--- config.mk ---
export PLATFORM = sky130hd
export DESIGN_NAME = bat_program_loader
export DESIGN_NICKNAME = d
export VERILOG_FILES = /design/src/rtl/bat_program_loader.sv
export SDC_FILE = /design/constraint.sdc
export NUM_CORES = 1
export LEC_CHECK = 0
export ABC_AREA = 0
export BUFFER_PORTS_ARGS = -buffer_cell sky130_fd_sc_hd__buf_4
export CAP_MARGIN = 10
export CORE_UTILIZATION = 60
export CTS_BUF_LIST = sky130_fd_sc_hd__clkbuf_4 sky130_fd_sc_hd__clkbuf_8
export CTS_CLUSTER_DIAMETER = 50
export DETAILED_ROUTE_END_ITERATION = 12
export PLACE_DENSITY = 0.85
export SETUP_SLACK_MARGIN = 0.1
export SLEW_MARGIN = 20
export SYNTH_ARGS = -nofsm -noshare
export SYNTH_HDL_FRONTEND = slang
export SYNTH_SLANG_ARGS = --single-unit
--- constraint.sdc ---
create_clock -name clk -period 4.6 [get_ports clk]
set_input_delay 0.69 -clock clk [delete_from_list [all_inputs] [get_ports clk]]
set_output_delay 0.69 -clock clk [all_outputs]
set_load 0.01 [all_outputs]
--- src/rtl/bat_program_loader.sv ---
// Byte-stream program loader for the bat_amateur core: holds the core in HALT,
// writes a length-prefixed 16-bit word image into RAM, then pulses CPU reset and releases HALT.
//
//   state     | meaning
//   ----------+-----------------------------------------------------------
//   S_IDLE    | after reset, core halted, waiting for start
//   S_LEN_HI  | waiting for word count high byte (no timeout here)
//   S_LEN_LO  | waiting for word count low byte, range check on accept
//   S_DAT_HI  | waiting for data word high byte
//   S_DAT_LO  | waiting for data word low byte
//   S_WRITE   | RAM write strobe held for WRITE_CYCLES cycles
//   S_RELEASE | CPU reset asserted for RST_CYCLES cycles
//   S_DONE    | core running, loader idle
//   S_ERROR   | bad length or byte timeout, core halted
module bat_program_loader #(
   parameter logic [15:0] BASE_ADDR    = 16'h0000,
   parameter logic [15:0] MAX_WORDS    = 16'd256,
   parameter int unsigned WRITE_CYCLES = 2,
   parameter int unsigned RST_CYCLES   = 4,
   parameter int unsigned TIMEOUT      = 65535,
   parameter logic        WRITE_LEVEL  = 1'b1
) (
   input  logic        clk,
   input  logic        rst_n,
   input  logic        start,
   input  logic [7:0]  byte_in,
   input  logic        byte_valid,
   output logic        byte_ready,
   output logic        halt,
   output logic        cpu_rst,
   output logic [15:0] address,
   output logic [15:0] data_out,
   output logic        data_oe,
   output logic        ext_ram_rw,
   output logic        ext_ram_en,
   output logic        busy,
   output logic        done,
   output logic        err,
   output logic [15:0] word_count
);

   typedef enum logic [3:0] {
      S_IDLE,
      S_LEN_HI,
      S_LEN_LO,
      S_DAT_HI,
      S_DAT_LO,
      S_WRITE,
      S_RELEASE,
      S_DONE,
      S_ERROR
   } state_t;

   localparam logic [31:0] WR_LOAD  = WRITE_CYCLES - 1;
   localparam logic [31:0] RS_LOAD  = RST_CYCLES - 1;
   localparam logic [31:0] TMO_LOAD = TIMEOUT;

   state_t      state;
   state_t      state_nxt;
   logic [7:0]  len_hi;
   logic [15:0] n_len;
   logic [31:0] tmr;
   logic [31:0] tmo_cnt;
   logic        accept;
   logic        counting;
   logic        tmo_hit;
   logic        can_start;
   logic [15:0] len_full;
   logic [15:0] count_inc;

   // All outputs decode the state register, so async reset forces them at once
   assign byte_ready = (state == S_LEN_HI) || (state == S_LEN_LO) ||
                       (state == S_DAT_HI) || (state == S_DAT_LO);
   assign halt       = (state != S_DONE);
   assign cpu_rst    = (state == S_RELEASE);
   assign ext_ram_en = (state == S_WRITE);
   assign data_oe    = (state == S_WRITE);
   assign ext_ram_rw = (state == S_WRITE) ? WRITE_LEVEL : ~WRITE_LEVEL;
   assign busy       = !((state == S_IDLE) || (state == S_DONE) || (state == S_ERROR));
   assign done       = (state == S_DONE);
   assign err        = (state == S_ERROR);

   assign accept    = byte_valid && byte_ready;
   assign counting  = (state == S_LEN_LO) || (state == S_DAT_HI) || (state == S_DAT_LO);
   assign tmo_hit   = counting && !accept && (tmo_cnt == 32'd1);
   assign can_start = (state == S_IDLE) || (state == S_DONE) || (state == S_ERROR);
   assign len_full  = {len_hi, byte_in};
   assign count_inc = word_count + 16'd1;

   always_comb begin
      state_nxt = state;
      case (state)
         S_IDLE, S_DONE, S_ERROR: begin
            if (start) state_nxt = S_LEN_HI;
         end
         S_LEN_HI: begin
            if (accept) state_nxt = S_LEN_LO;
         end
         S_LEN_LO: begin
            if (accept) begin
               if (len_full > MAX_WORDS)  state_nxt = S_ERROR;
               else if (len_full == 16'd0) state_nxt = S_RELEASE;
               else                        state_nxt = S_DAT_HI;
            end else if (tmo_hit) begin
               state_nxt = S_ERROR;
            end
         end
         S_DAT_HI: begin
            if (accept)       state_nxt = S_DAT_LO;
            else if (tmo_hit) state_nxt = S_ERROR;
         end
         S_DAT_LO: begin
            if (accept)       state_nxt = S_WRITE;
            else if (tmo_hit) state_nxt = S_ERROR;
         end
         S_WRITE: begin
            if (tmr == 32'd0) state_nxt = (count_inc == n_len) ? S_RELEASE : S_DAT_HI;
         end
         S_RELEASE: begin
            if (tmr == 32'd0) state_nxt = S_DONE;
         end
         default: state_nxt = S_IDLE;
      endcase
   end

   always_ff @(posedge clk or negedge rst_n) begin
      if (!rst_n) begin
         state      <= S_IDLE;
         len_hi     <= 8'd0;
         n_len      <= 16'd0;
         data_out   <= 16'd0;
         address    <= BASE_ADDR;
         word_count <= 16'd0;
         tmr        <= 32'd0;
         tmo_cnt    <= TMO_LOAD;
      end else begin
         state <= state_nxt;

         if (can_start && start) begin
            word_count <= 16'd0;
            address    <= BASE_ADDR;
         end

         if (accept) begin
            case (state)
               S_LEN_HI: len_hi         <= byte_in;
               S_LEN_LO: n_len          <= len_full;
               S_DAT_HI: data_out[15:8] <= byte_in;
               S_DAT_LO: data_out[7:0]  <= byte_in;
               default: ;
            endcase
         end

         if ((state == S_WRITE) && (tmr == 32'd0)) begin
            word_count <= count_inc;
            address    <= address + 16'd1;
         end

         // Shared phase timer: loaded on entry to a timed state, counts down to terminal zero
         if (state_nxt != state) begin
            case (state_nxt)
               S_WRITE:   tmr <= WR_LOAD;
               S_RELEASE: tmr <= RS_LOAD;
               default:   tmr <= 32'd0;
            endcase
         end else if (tmr != 32'd0) begin
            tmr <= tmr - 32'd1;
         end

         if (!counting || accept)     tmo_cnt <= TMO_LOAD;
         else if (tmo_cnt != 32'd0)   tmo_cnt <= tmo_cnt - 32'd1;
      end
   end

endmodule
# Word-level counts from Yosys, hierarchy flattened
# Cells that the tools add are included.
# totals
ff_bits	140
input_bits	12
out_inout_bits	57
word_cells	78
# classes
add_sub_neg	4
order_cmp	1
eq_ne	14
muxes	21
reduce_logical	29
# ops
cell	n
2-to-1 mux 32 bit	4
nonzero test 32 bit	2
subtractor 32 x 1 -> 32 bit (second input constant)	2
2-to-1 mux 16 bit	3
2-to-1 mux 4 bit	9
adder 16 x 1 -> 16 bit (second input constant)	2
equality test 32 x 1 -> 1 bit (second input constant)	1
zero test 32 bit	1
one-hot mux 4 bit (7 select lines)	1
equality test 4 x 3 -> 1 bit (second input constant)	6
equality test 16 bit	1
> comparator 16 x 9 -> 1 bit (second input constant)	1
zero test 16 bit	1
equality test 4 x 2 -> 1 bit (second input constant)	2
logical OR 1 bit	8
AND reduction 2 bit	4
2-to-1 mux 3 bit	2
nonzero test 2 bit	3
logical AND 1 bit	5
equality test 4 x 1 -> 1 bit (second input constant)	1
equality test 4 bit (second input constant)	1
zero test 4 bit	1
inequality test 4 x 3 -> 1 bit (second input constant)	1
inequality test 4 bit	1
other kinds (4)	6

# Longest topological paths before layout
# logic_depth
word_depth	14
depth_mapped	11
mapped_depth_nobuf	10

# Worst setup path after synthesis
# Ideal clock, no wire load.
# synth_timing
path_type	input-to-reg
from	input port byte_in[1]
to	register tmr[14]
setup_time_ns	0.073
arrival_ns	2.763
required_ns	4.527
slack_ns	1.764
path_stages	9
path_buffers	1
cell_sequence	or4_1 > o21a_1 > nor4b_2 > o21bai_1 > o2111a_1 > nor4_2 > nand2_2 > buf_6 > a21oi_2
# synth_between
elab_chain_cells	7
word_cells_on_any_way	9
cone_classes	order compare: 1; eq/ne: 1; mux: 5; reduce/logical: 2
# synth_rtl
element	line_no	rtl
start: declaration	26	input logic [7:0] byte_in,
parallel branches: the longest is 2 deep, another holds > comparator 16 x 9 -> 1 bit	-	
2-to-1 mux 4 bit (*)	101	if (len_full > MAX_WORDS) state_nxt = S_ERROR;
2-to-1 mux 4 bit (*)	100	if (accept) begin
one-hot mux 4 bit (7 select lines) (*)	92	case (state)
inequality test 4 bit (*)	160	if (state_nxt != state) begin
2-to-1 mux 32 bit or nonzero test 2 bit (tied branches)	-	
end signal: assignment	167	tmr <= tmr - 32'd1;
end: declaration	62	logic [31:0] tmr;
# Mark *: on every way between the ends.
# A chain may end at the register's enable or synchronous reset.

# Worst setup path after layout
# layout_timing
from	register state[2]
to	register tmr[1]
# layout_between
elab_chain_cells	14
word_cells_on_any_way	34
cone_classes	eq/ne: 11; mux: 11; reduce/logical: 12
# layout_rtl
element	line_no	rtl
start: declaration	58	state_t state;
start signal: assignment	137	state <= state_nxt;
equality test 4 x 1 -> 1 bit or equality test 4 x 2 -> 1 bit (tied branches)	72, 92, 84	
logical OR 1 bit (2 in a row)	72	assign byte_ready = (state == S_LEN_HI) || (state == S_LEN_LO) ||
logical OR 1 bit	73	(state == S_DAT_HI) || (state == S_DAT_LO);
logical AND 1 bit	83	assign accept = byte_valid && byte_ready;
zero test 1 bit	85	assign tmo_hit = counting && !accept && (tmo_cnt == 32'd1);
logical AND 1 bit (2 in a row)	85	
2-to-1 mux 4 bit	104, 110, 114	
2-to-1 mux 4 bit, on equally long branches	113, 100, 109	
one-hot mux 4 bit (7 select lines) (*)	92	
net state_nxt[1]	59	state_t state_nxt;
equality test 4 x 3 -> 1 bit	161	case (state_nxt)
one-hot mux 2 bit (2 select lines)	161	
2-to-1 mux 32 bit	160	
# Mark *: on every way through the listed nets, which the timed path passes. The rest lies on a longest branch.

==> metrics <==
status completed; TritonCTS Buffers 17; r2r endpoint tmr[1]; die width 113.5 µm; port buffer count 68; grt ovf 0; Synth Register Bits 140; antenna viol nets, final 0; share of post-route cells with drive strength above 1 22.00%; initial antenna violation count 0; # DRC 0; post-CTS setup buffers 0; Worst Tran Pin Value 1070 ps; total placed cells including tap cells 968; capturing element type of the critical path register; Yosys top cell by area dfrtp_1; Initial Utilization 61.87%; Max FO, Critical Path 32; top cells by area, synth dfrtp_1 (42%), mux2_2 (6.0%), dfstp_2 (5.6%), nor2_1 (4.9%), xnor2_1 (4.8%); CTS resizes 0; final setup violation count 0; Routed Wire Length 17.27 mm; FF/Latch Area 3523 µm²; Final Max Slew Viols 0; hold buffer count at CTS 0; minimum clock period 3427 ps; setup TNS 0 ps; Worst IR Drop VDD 0.4209 mV; Post-Layout Cell Count 1000; CTS Root Cell clkbuf_8; clock latency at the later pin of the worst-skew pair 460 ps; crit start category register; clk sinks 140; Synth Instances 757; Max Freq 0.2918 GHz; Post-Syn Nets 775; most common cell after layout, fill and taps aside dfrtp_1; largest net degree at the start of global routing 108; TritonCTS clock tree yes; Placeable Area 12060 µm²; Netlist Area Pre-Place 7462 µm²; Layout Nets 837; Util after Layout 70.66%; vias in the first global route 5906; WP data required 4980 ps; Clock transition at path regs 80 ps; Period Utilization, post-route 74.50%; n_diodes 0; num rows 40; leakage 0.003711 µW; average size of a mapped cell 9.858 µm²; register area share after synthesis 47.22%; skew final 14.25 ps; critical path class register to register; Post-synth ARST share 100.0%; total of max-cap violations 0; Synth Flop Type dfrtp_1; first-pass GRT wire length 29.13 mm; Detail Placement HPWL 11.71 mm; TritonRoute pass-1 iters 5; WHS 347.3 ps; 1st-iter DRT viols 442; most frequent cells in the layout dfrtp_1 (124), nor2_1 (98), nand2_1 (71), buf_4 (71), o21ai_0 (50); fill count 866; GR Util All Layers 28.77%; Via density 6.088; CTS Buffer Depth 2; Post-synth EDFFs 0; reg2reg path depth 8; HP Class input pin to asynchronous set/reset pin; CTS H-tree lvls 4; relative slew slack 28.69%; io pins 69; worst endpoint data arrival time 3800 ps; area share of the largest cell type after synthesis 41.58%; P per Cell Area 545.8 nW/µm²; via count 6088; R2R Setup Slk 1170 ps; Worst R2R Start state[2]; Synth cell types 68; DR WL/cell 17.27 µm; GP Congestion 0.9276; unrepaired setup endpoints after global routing no; Yosys Warn Count 0; die height 113.5 µm; Layout area overhead 14.22%; Hold Fails Final Rpt 0; area occupied by multi-input gates 3744 µm²; die area 12890 µm²
worst max-delay path by stage:
stage	start	end	slack [ps]	cells past startpoint
finish	state[2]	tmr[1]	1170	8
global route	state[2]	tmr[1]	880	8
CTS	tmr[0]	tmr[1]	1190	10
detailed placement	byte_in[1]	tmr[1]	1140	9
global placement	byte_in[1]	tmr[1]	1240	9
floorplan	byte_in[1]	tmr[14]	1760	9
report_power, final:
group          internal [µW]  total (µW)  switching [µW]
clock network            631        1120             489
registers               1490        1780             291
logic                    781        1750             969
final cells by class:
cell class | instances | share of cell area (%)
multi-input cells | 576 | 43.92
repair buffers | 72 | 6.386
clock buffers | 20 | 3.156
inverters | 12 | 0.5285
flip-flops and latches | 140 | 41.34
well taps | 168 | 2.466
clock inverters | 12 | 2.202
metal layers:
layer  global-route usage, %  up-vias  share of wire [%]
li1                        -     2815                  -
met1                   38.64     3001                 43
met2                   46.46      231                 49
met3                   4.835       41                5.8
met4                   12.19        0                2.3
met5                       0        -                  0
cells in the mapped netlist (5+ instances only):
cell type,count
a21oi_1,16
and2_1,8
and3_1,10
buf_2,9
clkbuf_1,11
dfrtp_1,124
dfstp_2,16
ha_1,6
inv_1,12
mux2_2,40
nand2_1,71
nand3_1,28
nand3b_1,6
nand4_1,16
nor2_1,98
nor2b_1,10
nor3_1,21
nor3b_1,5
nor4_1,15
o21ai_0,50
o31ai_1,8
o41ai_1,5
or3_1,13
or4_1,6
or4_4,6
xnor2_1,41
xor2_1,38
per-stage QoR:
stage	setup WS [ps]	power [µW]	area, µm²
finish	1173	4652	8523
global route	883.1	4919	8523
CTS	1185	4649	8518
floorplan	1764	3041	7462
global placement	1238	3415	8061
detailed placement	1136	3509	8061
sequential cells by signal, indices dropped and copies added (netlist names):
name and count:
address 16, data_out 16, len_hi 8, n_len 16, state 4, tmo_cnt 32, tmr 32, word_count 16
kinds of logic (layout without fill, tap and decap cells):
kind of cell               count (synthesis)  after routing  synth area share [%]
muxes                                     41             41                 6.170
buffers and inverters                     41            116                 2.683
adders and majority gates                  6              6                 1.006
DFF                                      140            140                 47.22
xor gates and xnor gates                  79             79                 9.272
AOI/OAI and AO/OA                        114            114                 9.775
and+or+nand+nor                          336            336                 23.88
worst max-delay path, stage by stage (launching register included):
cell and delay, ps:
dfrtp_1 650, nor2b_1 330, nand2_1 240, nor4_4 770
a211o_2 280, xnor2_1 100, nor4_2 230, nand2_2 440
o22ai_2 300
No activity file was read; power rests on OpenSTA's default activity.
